==> src/rtl/btn_pkg.sv <==
// Shared constants and state encoding for the button front-end (debouncer and
// gesture classifier).
package btn_pkg;

  localparam int unsigned DEB_CNT_W = 24;

  localparam logic [DEB_CNT_W-1:0] DEF_LONG_CYCLES   = 24'd6_000_000;
  localparam logic [DEB_CNT_W-1:0] DEF_DCLICK_CYCLES = 24'd3_000_000;
  localparam logic [DEB_CNT_W-1:0] DEF_REPEAT_CYCLES = 24'd1_200_000;

  typedef enum logic [2:0] {
    IDLE   = 3'd0,
    PRESS1 = 3'd1,
    WAIT2  = 3'd2,
    PRESS2 = 3'd3,
    HELD   = 3'd4
  } btn_cls_state_t;

endpackage

==> src/rtl/btn_press_classifier_if.sv <==
// Debounced button pulses in, one-cycle gesture events out.
interface btn_press_classifier_if;

  logic btn_down;
  logic btn_up;
  logic single_click;
  logic double_click;
  logic long_press;
  logic repeat_tick;
  logic busy;

  modport master (
    output btn_down, btn_up,
    input  single_click, double_click, long_press, repeat_tick, busy
  );

  modport slave (
    input  btn_down, btn_up,
    output single_click, double_click, long_press, repeat_tick, busy
  );

endinterface

==> src/rtl/btn_press_classifier_cycle_timer.sv <==
// Shared up-counter with synchronous clear and an equality terminal-count flag.
module cycle_timer
  import btn_pkg::*;
#(
  parameter int unsigned CNT_W = DEB_CNT_W
) (
  input  logic             clk,
  input  logic             rst_n,
  input  logic             clr,
  input  logic             en,
  input  logic [CNT_W-1:0] tc_val,
  output logic             tc
);

  logic [CNT_W-1:0] count_r;

  // Counter register: clear has priority over count enable.
  always_ff @(posedge clk or negedge rst_n) begin
    if (!rst_n) begin
      count_r <= '0;
    end else if (clr) begin
      count_r <= '0;
    end else if (en) begin
      count_r <= count_r + CNT_W'(1);
    end else begin
      count_r <= count_r;
    end
  end

  assign tc = (count_r == tc_val);

endmodule

==> src/rtl/btn_press_classifier.sv <==
// Click / double-click / long-press / auto-repeat classifier driven by the
// debouncer's press and release pulses; all outputs registered.
module btn_press_classifier
  import btn_pkg::*;
#(
  parameter logic [DEB_CNT_W-1:0] LONG_CYCLES   = DEF_LONG_CYCLES,
  parameter logic [DEB_CNT_W-1:0] DCLICK_CYCLES = DEF_DCLICK_CYCLES,
  parameter logic [DEB_CNT_W-1:0] REPEAT_CYCLES = DEF_REPEAT_CYCLES,
  parameter int unsigned          CNT_W         = DEB_CNT_W
) (
  input  logic                   clk,
  input  logic                   rst_n,
  btn_press_classifier_if.slave  bus
);

  localparam logic [CNT_W-1:0] LONG_TC_C   = CNT_W'(LONG_CYCLES - 24'd1);
  localparam logic [CNT_W-1:0] DCLICK_TC_C = CNT_W'(DCLICK_CYCLES - 24'd1);
  localparam logic [CNT_W-1:0] REPEAT_TC_C = CNT_W'(REPEAT_CYCLES - 24'd1);

  btn_cls_state_t   state_r;
  btn_cls_state_t   next_s;
  logic             down_s;
  logic             up_s;
  logic             clr_s;
  logic             en_s;
  logic             tc_s;
  logic [CNT_W-1:0] tc_val_s;
  logic             single_s;
  logic             double_s;
  logic             long_s;
  logic             repeat_s;
  logic             single_r;
  logic             double_r;
  logic             long_r;
  logic             repeat_r;
  logic             busy_r;

  // Simultaneous press and release cancel each other out.
  assign down_s = bus.btn_down & ~bus.btn_up;
  assign up_s   = bus.btn_up & ~bus.btn_down;

  cycle_timer #(.CNT_W(CNT_W)) u_timer (
    .clk    (clk),
    .rst_n  (rst_n),
    .clr    (clr_s),
    .en     (en_s),
    .tc_val (tc_val_s),
    .tc     (tc_s)
  );

  // Terminal count selected by the current state.
  always_comb begin
    tc_val_s = '0;
    case (state_r)
      PRESS1:  tc_val_s = LONG_TC_C;
      WAIT2:   tc_val_s = DCLICK_TC_C;
      HELD:    tc_val_s = REPEAT_TC_C;
      default: tc_val_s = '0;
    endcase
  end

  // Next state, timer control and gesture decode; events beat expiries.
  always_comb begin
    next_s   = state_r;
    clr_s    = 1'b1;
    en_s     = 1'b0;
    single_s = 1'b0;
    double_s = 1'b0;
    long_s   = 1'b0;
    repeat_s = 1'b0;
    case (state_r)
      IDLE: begin
        // The press cycle itself is the first held cycle, so long_press
        // lands exactly LONG_CYCLES after the press is sampled.
        if (down_s) begin
          next_s = PRESS1;
          clr_s  = 1'b0;
          en_s   = 1'b1;
        end else begin
          next_s = IDLE;
        end
      end
      PRESS1: begin
        if (up_s) begin
          next_s = WAIT2;
        end else if (tc_s) begin
          next_s = HELD;
          long_s = 1'b1;
        end else begin
          clr_s = 1'b0;
          en_s  = 1'b1;
        end
      end
      WAIT2: begin
        if (down_s) begin
          next_s = PRESS2;
        end else if (tc_s) begin
          next_s   = IDLE;
          single_s = 1'b1;
        end else begin
          clr_s = 1'b0;
          en_s  = 1'b1;
        end
      end
      PRESS2: begin
        if (up_s) begin
          next_s   = IDLE;
          double_s = 1'b1;
        end else begin
          next_s = PRESS2;
        end
      end
      HELD: begin
        if (up_s) begin
          next_s = IDLE;
        end else if (tc_s) begin
          repeat_s = 1'b1;
        end else begin
          clr_s = 1'b0;
          en_s  = 1'b1;
        end
      end
      default: begin
        next_s = IDLE;
      end
    endcase
  end

  // State and output registers; busy also covers the final gesture pulse.
  always_ff @(posedge clk or negedge rst_n) begin
    if (!rst_n) begin
      state_r  <= IDLE;
      single_r <= 1'b0;
      double_r <= 1'b0;
      long_r   <= 1'b0;
      repeat_r <= 1'b0;
      busy_r   <= 1'b0;
    end else begin
      state_r  <= next_s;
      single_r <= single_s;
      double_r <= double_s;
      long_r   <= long_s;
      repeat_r <= repeat_s;
      busy_r   <= (next_s != IDLE) | single_s | double_s;
    end
  end

  assign bus.single_click = single_r;
  assign bus.double_click = double_r;
  assign bus.long_press   = long_r;
  assign bus.repeat_tick  = repeat_r;
  assign bus.busy         = busy_r;

endmodule

==> src/flat_wrapper.sv <==
// flat-port wrapper written by rule: the top's interface ports become plain ports
module btn_press_classifier_flat import btn_pkg::*;
#(
  parameter logic [DEB_CNT_W-1:0] LONG_CYCLES   = DEF_LONG_CYCLES,
  parameter logic [DEB_CNT_W-1:0] DCLICK_CYCLES = DEF_DCLICK_CYCLES,
  parameter logic [DEB_CNT_W-1:0] REPEAT_CYCLES = DEF_REPEAT_CYCLES,
  parameter int unsigned          CNT_W         = DEB_CNT_W
)
  (clk, rst_n, bus_btn_down, bus_btn_up, bus_single_click, bus_double_click, bus_long_press, bus_repeat_tick, bus_busy);
  btn_press_classifier_if bus_i ();
  input  logic clk;
  input  logic rst_n;
  input wire logic [$bits(bus_i.btn_down)-1:0] bus_btn_down;
  input wire logic [$bits(bus_i.btn_up)-1:0] bus_btn_up;
  output wire logic [$bits(bus_i.single_click)-1:0] bus_single_click;
  output wire logic [$bits(bus_i.double_click)-1:0] bus_double_click;
  output wire logic [$bits(bus_i.long_press)-1:0] bus_long_press;
  output wire logic [$bits(bus_i.repeat_tick)-1:0] bus_repeat_tick;
  output wire logic [$bits(bus_i.busy)-1:0] bus_busy;
  assign bus_i.btn_down = bus_btn_down;
  assign bus_i.btn_up = bus_btn_up;
  assign bus_single_click = bus_i.single_click;
  assign bus_double_click = bus_i.double_click;
  assign bus_long_press = bus_i.long_press;
  assign bus_repeat_tick = bus_i.repeat_tick;
  assign bus_busy = bus_i.busy;
  btn_press_classifier #(.LONG_CYCLES(LONG_CYCLES), .DCLICK_CYCLES(DCLICK_CYCLES), .REPEAT_CYCLES(REPEAT_CYCLES), .CNT_W(CNT_W)) u_core (.clk(clk), .rst_n(rst_n), .bus(bus_i));
endmodule
==> config.mk <==
export PLATFORM = sky130hd
export DESIGN_NAME = btn_press_classifier_flat
export DESIGN_NICKNAME = d
export VERILOG_FILES = /design/src/rtl/btn_pkg.sv /design/src/rtl/btn_press_classifier_if.sv /design/src/rtl/btn_press_classifier_cycle_timer.sv /design/src/rtl/btn_press_classifier.sv /design/src/flat_wrapper.sv
export SDC_FILE = /design/constraint.sdc
export NUM_CORES = 1
export LEC_CHECK = 0
export BUFFER_PORTS_ARGS = -buffer_cell sky130_fd_sc_hd__buf_4
export CORE_ASPECT_RATIO = 0.6
export CORE_UTILIZATION = 35
export CTS_CLUSTER_DIAMETER = 80
export DETAILED_ROUTE_END_ITERATION = 10
export PLACE_DENSITY = 0.59
export SLEW_MARGIN = 40
export SYNTH_ARGS = -nofsm -noshare
export SYNTH_HDL_FRONTEND = slang
export SYNTH_SLANG_ARGS = --single-unit
==> constraint.sdc <==
create_clock -name clk -period 5.1 [get_ports clk]
set_input_delay 0.765 -clock clk [delete_from_list [all_inputs] [get_ports clk]]
set_output_delay 0.765 -clock clk [all_outputs]
set_load 0.01 [all_outputs]
==> flow_summary_export.csv, run 1 <==
group,metric,value,unit
status,outcome,"complete, no violations",
sta,tns,0,ns
clock_network,post_cts_buffers,0,
clock_network,cts_made_buffers,5,
sta,relSlewSlack,55.8,%
logic_synthesis,ys_warn_count,0,
die,die-height,59.1,um
power,leakagePower,0.833,nW
logic_synthesis,synth_edf_count,0,
clock_network,cts_max_path_buffers,2,
worst_setup_path,rr_endpoint,"u_core.u_timer.count_r[17]$_DFFE_PN0P_",
clock_network,clock_latency,0.27,ns
global_routing,met2_usage,21.7,%
clock_network,hold_buffers,0,
logic_synthesis,avgSynthCellArea,9.61,um^2
sta,fin_crit_sh,53.6,%
logic_synthesis,synth_area_leaders,"dfrtp_1, a211oi_1, xnor2_1, xor2_1, nor2_1",
die,die_area,5740,um^2
logic_synthesis,synth_area_leader_cell,"dfrtp_1",
routing,initialDrtViolationCount,99,
sta,tightest_slew,0.662,ns
global_routing,antenna_found_initial,0,
placed_design,place_congestion,0.813,
power,pwr_density_cell,401,nW/um^2
sta,max_freq,366,MHz
worst_setup_path,start_kind,"flip-flop",
worst_setup_path,worst_r2r_path_depth,6,
clock_network,path_clk_slew,0.06,ns
routing,routed_wl,4230,um
clock_network,cts-root-buf,"clkbuf_8",
worst_setup_path,endpoint,"u_core.u_timer.count_r[17]$_DFFE_PN0P_",
logic_synthesis,synth_top_area_share,42.1,%
logic_synthesis,syn_area,1900,um^2
logic_synthesis,syn-num-nets,203,
worst_setup_path,r2r_slack,2.37,ns
sta,layout_min_cycle_time,2.73,ns
global_routing,busiest_layer,"met1",
global_routing,grt_pass1_wl,7200,um
worst_setup_path,r2r_start,"u_core.state_r[2]$_DFF_PN0_",
routing,vias,1493,
worst_setup_path,critPathCaptureType,"flip-flop",
clock_network,cts_tree,"yes",
logic_synthesis,ys.flop_type,"dfrtp_1",
logic_synthesis,ys_ff_latch,32,
sta,hold_violations,0,
sta,setup_viol,0,
power,max-vdd-ir-drop,0.169,mV
layout,n_antenna_cell,0,
sta,fin_skew,0.00286,ns
job,max_cap_viol_count,0,
logic_synthesis,synth_cell_types,41,
clock_network,cts.sinks,32,
sta,setup_slack,2.37,ns
global_routing,first_global_vias,1374,
routing,wl_per_cell,15.6,um
worst_setup_path,crit_arrival,2.86,ns
die,start_util,36.9,%
layout,synthToLayoutAreaGrowth,10.1,%
routing,antenna_left,0,
hold_path,holdCritPathClass,"in -> async",
logic_synthesis,yosysMostFrequentCell,"dfrtp_1",
global_routing,grt_max_degree,33,
die,ios,9,
logic_synthesis,synthTopCellsByCount,"dfrtp_1, a211oi_1, nor2_1, xnor2_1",
logic_synthesis,yosysSeqAreaShare,42.1,%
die,die_x,97.2,um
sta,slew_viol_final,0,
placed_design,io_buffers,8,
global_routing,grt_use_met3,4.72,%
worst_setup_path,critical_path_class,"reg -> reg",
clock_network,post_cts_resized,0,
routing,drt-vias-per-instance,5.51,
global_routing,grt.total_usage,16.4,%
global_routing,grt_overflow_total,0,
layout,drive_gt1_share,13.2,%
global_routing,use_met1,25.2,%
worst_setup_path,crit_required,5.22,ns
sta,rsz0062_at_grt,"no",
routing,drc,0,
placed_design,dp_hpwl,3010,um
die,rows,20,
layout,final_nets,209,
clock_network,h-tree-depth,2,
worst_setup_path,crit_fanout,21,
logic_synthesis,synthArstFlopShare,100,%
logic_synthesis,syn_inst,198,
layout,fillers,519,
placed_design,place_ws,2.39,ns
die,core,5150,um^2
worst_setup_path,crit_start,"u_core.state_r[2]$_DFF_PN0_",
routing,drt_pass1_iterations,4,
critical path, stage by stage, from the launching register on:
cell	delay, ns
dfrtp_1	0.60
nor3b_1	0.50
and4_1	0.28
o221ai_2	0.13
nor4_4	0.61
buf_4	0.34
a211oi_1	0.11
power breakdown:
| part | total (mW) | switching [mW] | leakage, nW | internal [mW] |
|---|---|---|---|---|
| clock network | 0.198 | 0.0883 | 0.0455 | 0.110 |
| registers | 0.321 | 0.0468 | 0.438 | 0.274 |
| logic | 0.320 | 0.199 | 0.349 | 0.121 |
| total | 0.839 | 0.334 | 0.833 | 0.505 |
layer usage:
| metal | part of all wire (%) | vias up |
|---|---|---|
| li1 | - | 744 |
| met1 | 56 | 706 |
| met2 | 38 | 37 |
| met3 | 4.8 | 6 |
| met4 | 1.2 | 0 |
| met5 | 0 | - |
how the worst min path moves through the flow:
stage / from / end / slack [ns] / cells after the start
3_3_place_gp: u_core.u_timer.count_r[0]$_DFFE_PN0P_ / u_core.u_timer.count_r[0]$_DFFE_PN0P_ / 0.48 / 1
4_1_cts: rst_n / u_core.bus.double_click$_DFF_PN0_ / 0.43 / 1
3_5_place_dp: u_core.u_timer.count_r[0]$_DFFE_PN0P_ / u_core.u_timer.count_r[0]$_DFFE_PN0P_ / 0.47 / 1
5_1_grt: rst_n / u_core.u_timer.count_r[1]$_DFFE_PN0P_ / 0.45 / 1
2_1_floorplan: u_core.u_timer.count_r[0]$_DFFE_PN0P_ / u_core.u_timer.count_r[0]$_DFFE_PN0P_ / 0.43 / 1
6_report: rst_n / u_core.bus.busy$_DFF_PN0_ / 0.41 / 1
flip-flops by register name, summed over array words and instances (netlist names):
| register | flops |
|---|---|
| u_core.bus.double_click | 1 |
| u_core.bus.long_press | 1 |
| u_core.bus.busy | 1 |
| u_core.bus.repeat_tick | 1 |
| u_core.state_r | 3 |
| u_core.bus.single_click | 1 |
| u_core.u_timer.count_r | 24 |
per-stage QoR:
| stage | cell area, um^2 | instances | utilization, % | power (mW) | hold slack [ns] |
|---|---|---|---|---|---|
| after floorplan | 1900 | 198 | - | 0.568 | 0.433 |
| after global placement | 2000 | 263 | 38.8 | 0.640 | 0.482 |
| after detailed placement | 2000 | 263 | 38.9 | 0.645 | 0.466 |
| after CTS | 2090 | 271 | 40.6 | 0.850 | 0.430 |
| after global routing | 2090 | 271 | 40.6 | 0.898 | 0.448 |
| final | 2090 | 271 | 40.6 | 0.839 | 0.411 |
cells by family after synthesis:
kind of cell             Yosys count  synth area share (%)
AND/OR/NAND/NOR                   86                  26.1
flip-flops                        32                  42.1
adder cells (fa/ha/maj)            1                 0.658
AO/OA/AOI/OAI                     37                  14.9
multiplexers                       1                 0.526
buffers and inverters             16                  4.21
XOR/XNOR                          25                  11.5
layout by cell type, fill, tap and decap left out, drive strengths merged, types with 7 or more instances in the layout:
master,n
and3,10
nand3,9
nand2,12
xor2,12
a211oi,19
nor3,7
buf,10
clkbuf,8
nor2,14
xnor2,13
dfrtp,32
area by class of cell:
type | count | area, um^2 | area share (%)
well taps | 66 | 82.6 | 3.94
clock buffers | 8 | 90.1 | 4.30
multi-input cells | 150 | 1030 | 49.0
repair buffers | 10 | 75.1 | 3.58
inverters | 5 | 18.8 | 0.896
flip-flops and latches | 32 | 801 | 38.2
Note: power is estimated with default switching activity, not from simulation.
==> run 2, diff against run 1 <==
Clock period 5.1 ns to 2.64 ns, I/O delays scaled along.
==> flow_summary_export.csv, run 2 (same netlist as run 1, synthesis figures left out) <==
group,metric,value,unit
status,outcome,"complete, no violations",
clock_network,cts_tree,"yes",
sta,tns,0,ns
clock_network,hold_buffers,0,
clock_network,cts_max_path_buffers,2,
global_routing,grt.total_usage,17.5,%
global_routing,grt_max_degree,33,
clock_network,clock_latency,0.29,ns
sta,slew_viol_final,0,
layout,drive_gt1_share,14.4,%
clock_network,cts_made_buffers,5,
worst_setup_path,rr_endpoint,"u_core.bus.repeat_tick$_DFF_PN0_",
die,die_x,97.2,um
die,ios,9,
layout,largest_registers,"u_core.u_timer.count_r: 24 flops, u_core.state_r: 3 flops",
sta,setup_viol,0,
layout,largest_register_ffs,24,
power,leakagePower,0.854,nW
sta,tightest_slew,0.669,ns
sta,hold_violations,0,
routing,drt_pass1_iterations,4,
sta,layout_min_cycle_time,2.30,ns
worst_setup_path,crit_fanout,9,
worst_setup_path,crit_start,"u_core.u_timer.count_r[8]$_DFFE_PN0P_",
layout,synthToLayoutAreaGrowth,11.4,%
clock_network,h-tree-depth,2,
job,max_cap_viol_count,0,
clock_network,post_cts_buffers,0,
global_routing,antenna_found_initial,0,
routing,routed_wl,4530,um
worst_setup_path,start_kind,"flip-flop",
routing,drt-vias-per-instance,5.64,
worst_setup_path,crit_path_cell_trace,"or4_1 > a211oi_2 > o221ai_2 > nor4_4 > buf_4 > and4b_1",
global_routing,grt_overflow_total,0,
worst_setup_path,crit_required,2.86,ns
placed_design,placed_cells,267,
sta,max_freq,435,MHz
die,die-height,59.1,um
sta,fin_skew,0.00510,ns
hold_path,holdCritPathClass,"in -> async",
clock_network,cts-root-buf,"clkbuf_8",
global_routing,first_global_vias,1416,
placed_design,dp_hpwl,3210,um
worst_setup_path,critPathCaptureType,"flip-flop",
worst_setup_path,r2r_start,"u_core.u_timer.count_r[8]$_DFFE_PN0P_",
worst_setup_path,slowest_delay,0.55,ns
worst_setup_path,r2r_slack,0.34,ns
placed_design,io_buffers,8,
layout,final_nets,213,
worst_setup_path,crit_slowest_cell,"or4_1",
clock_network,post_cts_resized,0,
worst_setup_path,cp_num_buf_inv,1,
sta,rsz0062_at_grt,"no",
sta,fin_crit_sh,87.1,%
routing,vias,1551,
routing,wl_per_cell,16.5,um
layout,instances_no_fill,275,
layout,fillers,513,
power,max-vdd-ir-drop,0.276,mV
routing,antenna_left,0,
worst_setup_path,critical_path_class,"reg -> reg",
die,core,5150,um^2
die,rows,20,
layout,max_flop_register,"u_core.u_timer.count_r",
worst_setup_path,worst_r2r_path_depth,6,
routing,initialDrtViolationCount,168,
placed_design,place_congestion,0.783,
clock_network,cts.sinks,32,
sta,relSlewSlack,55.3,%
worst_setup_path,crit_family,"simple AND/OR/NAND/NOR gates",
layout,n_antenna_cell,0,
global_routing,grt_pass1_wl,7510,um
die,start_util,36.9,%
power,pwr_density_cell,780,nW/um^2
layout,layout_commonest_cell,"dfrtp_1",
routing,drc,0,
clock_network,path_clk_slew,0.07,ns
worst_setup_path,crit_arrival,2.52,ns
layout,layout_common_cells,"dfrtp_1, a211oi_1, nor2_1, buf_4, xnor2_1",
die,die_area,5740,um^2
-- run 2: changes by cell type in the layout (fill, tap and decap cells not counted) --
cell and delta:
nor4_2 -1, nor4_1 +1, buf_4 +4
-- run 2: worst max-delay path by stage --
stage | endpoint | slack (ns) | depth (start not counted)
2_1_floorplan | u_core.state_r[1]$_DFF_PN0_ | 0.56 | 6
6_report | u_core.bus.repeat_tick$_DFF_PN0_ | 0.34 | 6
5_1_grt | u_core.bus.repeat_tick$_DFF_PN0_ | 0.11 | 6
3_5_place_dp | u_core.bus.repeat_tick$_DFF_PN0_ | 0.35 | 6
3_3_place_gp | u_core.state_r[1]$_DFF_PN0_ | 0.39 | 6
4_1_cts | u_core.bus.repeat_tick$_DFF_PN0_ | 0.33 | 6
-- run 2: per-layer routing --
metal / global-route usage, % / wire, um / vias up
met5: 0 / 0 / -
met4: 7.04 / 55 / 0
met3: 4.60 / 272 / 5
met2: 22.4 / 1670 / 48
met1: 27.0 / 2530 / 745
li1: - / - / 753
-- run 2: layout make-up --
| type | count | area, um^2 | share of cell area (%) |
|---|---|---|---|
| Timing Repair Buffer | 14 | 105 | 4.96 |
| Tap cell | 66 | 82.6 | 3.90 |
| Sequential cell | 32 | 801 | 37.8 |
| Multi-Input combinational cell | 150 | 1020 | 48.2 |
| Inverter | 5 | 18.8 | 0.886 |
| Clock buffer | 8 | 90.1 | 4.25 |
-- run 2: power breakdown --
part	switching (mW)	leakage [nW]	total [mW]	internal, mW
combinational	0.410	0.370	0.661	0.251
clock	0.183	0.0455	0.396	0.213
sequential	0.0658	0.438	0.596	0.530
-- run 2: per-stage QoR --
| step | power (mW) | utilization [%] | hold WS (ns) | setup WS [ns] | instance area [um^2] |
|---|---|---|---|---|---|
| floorplan | 1.10 | - | 0.100 | 0.561 | 1900 |
| global placement | 1.27 | 39.3 | 0.363 | 0.393 | 2030 |
| detailed placement | 1.26 | 39.3 | 0.368 | 0.348 | 2030 |
| CTS | 1.66 | 41.1 | 0.0597 | 0.334 | 2120 |
| global route | 1.76 | 41.1 | 0.0737 | 0.112 | 2120 |
| finish | 1.65 | 41.1 | 0.0381 | 0.341 | 2120 |
==> run 3, diff against run 2 <==
Settings changed: CORE_ASPECT_RATIO 0.6 to 0.7, CORE_UTILIZATION 35 to 40, PLACE_DENSITY 0.59 to 0.65.
==> flow_summary_export.csv, run 3 (same netlist as run 1, synthesis figures left out) <==
group,metric,value,unit
sta,relSlewSlack,55.1,%
sta,layout_min_cycle_time,2.21,ns
clock_network,cts_made_buffers,5,
worst_setup_path,r2r_slack,0.43,ns
global_routing,grt_overflow_total,0,
layout,n_antenna_cell,0,
sta,rsz0062_at_grt,"no",
clock_network,clock_latency,0.28,ns
sta,tns,0,ns
die,ios,9,
worst_setup_path,crit_fanout,11,
routing,vias,1510,
layout,layout_common_cells,"dfrtp_1, a211oi_1, nor2_1, buf_4, xnor2_1",
routing,drt-vias-per-instance,5.74,
sta,setup_viol,0,
sta,fin_crit_sh,83.8,%
worst_setup_path,slowest_delay,0.57,ns
clock_network,post_cts_resized,0,
global_routing,grt.total_usage,18.7,%
routing,routed_wl,4160,um
clock_network,cts_max_path_buffers,2,
sta,slew_viol_final,0,
sta,hold_violations,0,
layout,largest_register_ffs,24,
global_routing,antenna_found_initial,0,
layout,max_flop_register,"u_core.u_timer.count_r",
layout,utilization,47.4,%
power,pwr_density_cell,777,nW/um^2
die,die-height,59.7,um
die,rows,20,
power,max-vdd-ir-drop,0.318,mV
placed_design,place_congestion,0.824,
worst_setup_path,r2r_start,"u_core.u_timer.count_r[8]$_DFFE_PN0P_",
worst_setup_path,critical_path_class,"reg -> reg",
worst_setup_path,crit_slowest_cell,"or4_1",
die,core,4450,um^2
clock_network,post_cts_buffers,0,
clock_network,path_clk_slew,0.06,ns
power,leakagePower,0.859,nW
global_routing,grt_pass1_wl,7160,um
routing,wl_per_cell,15.8,um
routing,drc,2,
global_routing,first_global_vias,1415,
layout,largest_registers,"u_core.u_timer.count_r: 24 flops, u_core.state_r: 3 flops",
worst_setup_path,start_kind,"flip-flop",
die,start_util,42.7,%
worst_setup_path,critPathCaptureType,"flip-flop",
clock_network,cts_tree,"yes",
clock_network,cts.sinks,32,
routing,initialDrtViolationCount,110,
power,finalPower,1.64,mW
routing,antenna_left,0,
sta,tightest_slew,0.672,ns
status,violations,"DRC",
worst_setup_path,crit_start,"u_core.u_timer.count_r[8]$_DFFE_PN0P_",
clock_network,cts-root-buf,"clkbuf_8",
job,max_cap_viol_count,0,
layout,synthToLayoutAreaGrowth,11.0,%
placed_design,io_buffers,8,
worst_setup_path,crit_path_cell_trace,"or4_1 > a211oi_2 > o221ai_2 > nor4_4 > buf_4 > and4b_1",
routing,drt_pass1_iterations,7,
global_routing,grt_max_degree,33,
die,die_x,84.4,um
worst_setup_path,crit_arrival,2.43,ns
die,die_area,5040,um^2
layout,layout_commonest_cell,"dfrtp_1",
layout,final_nets,213,
sta,fin_skew,0.00546,ns
layout,fillers,443,
clock_network,hold_buffers,0,
status,outcome,"finished, violations left",
layout,drive_gt1_share,14.9,%
sta,max_freq,452,MHz
placed_design,dp_hpwl,2870,um
hold_path,holdCritPathClass,"in -> async",
clock_network,h-tree-depth,2,
worst_setup_path,crit_required,2.86,ns
## run 3: changes by cell type in the layout (fill, tap and decap cells not counted), sizes merged
cell / before / now
clkbuf: 8 / 7
## run 3: area by class of cell
| class | instances | area [um^2] | share of cell area, % |
|---|---|---|---|
| Multi-Input combinational cell | 150 | 1020 | 48.4 |
| Tap cell | 55 | 68.8 | 3.26 |
| Inverter | 5 | 18.8 | 0.889 |
| Timing Repair Buffer | 14 | 105 | 4.98 |
| Clock buffer | 7 | 96.3 | 4.56 |
| Sequential cell | 32 | 801 | 37.9 |
## run 3: stage by stage
stage | instance area, um^2 | hold slack [ns] | worst slack [ns] | std cells
after floorplan | 1900 | 0.100 | 0.561 | 198
after global routing | 2110 | 0.0819 | 0.288 | 263
final | 2110 | 0.0395 | 0.428 | 263
after detailed placement | 2010 | 0.361 | 0.434 | 256
after CTS | 2110 | 0.0545 | 0.411 | 263
after global placement | 2010 | 0.360 | 0.486 | 256
## run 3: path summary, 6_finish.rpt
kind	endpoint	depth (start not counted)
worst max-delay path	u_core.bus.repeat_tick$_DFF_PN0_	6
min in group clk	u_core.bus.busy$_DFF_PN0_	4
worst min-delay path	u_core.state_r[2]$_DFF_PN0_	1
max in group asynchronous	u_core.u_timer.count_r[14]$_DFFE_PN0P_	1
worst max register to register	u_core.bus.repeat_tick$_DFF_PN0_	6
worst min register to register	u_core.u_timer.count_r[0]$_DFFE_PN0P_	1
## run 3: metal layers
layer	part of all wire [%]	vias up	track usage (%)
met2	39	38	27.0
met5	0	-	0
met1	56	724	28.5
met3	5.3	2	4.56
met4	0.26	0	3.63
li1	-	746	-
## run 3: critical path: cells and delay by family, from the launching register on
| family | cells | cell delay, ns |
|---|---|---|
| simple gates | 3 | 1.07 |
| compound gates | 2 | 0.40 |
| flops | 1 | 0.44 |
| buf+inv | 1 | 0.24 |
## run 3: report_power, final
part	switching (mW)	internal, mW
Sequential	0.0830	0.530
Clock	0.174	0.232
Combinational	0.370	0.250
Total	0.627	1.01
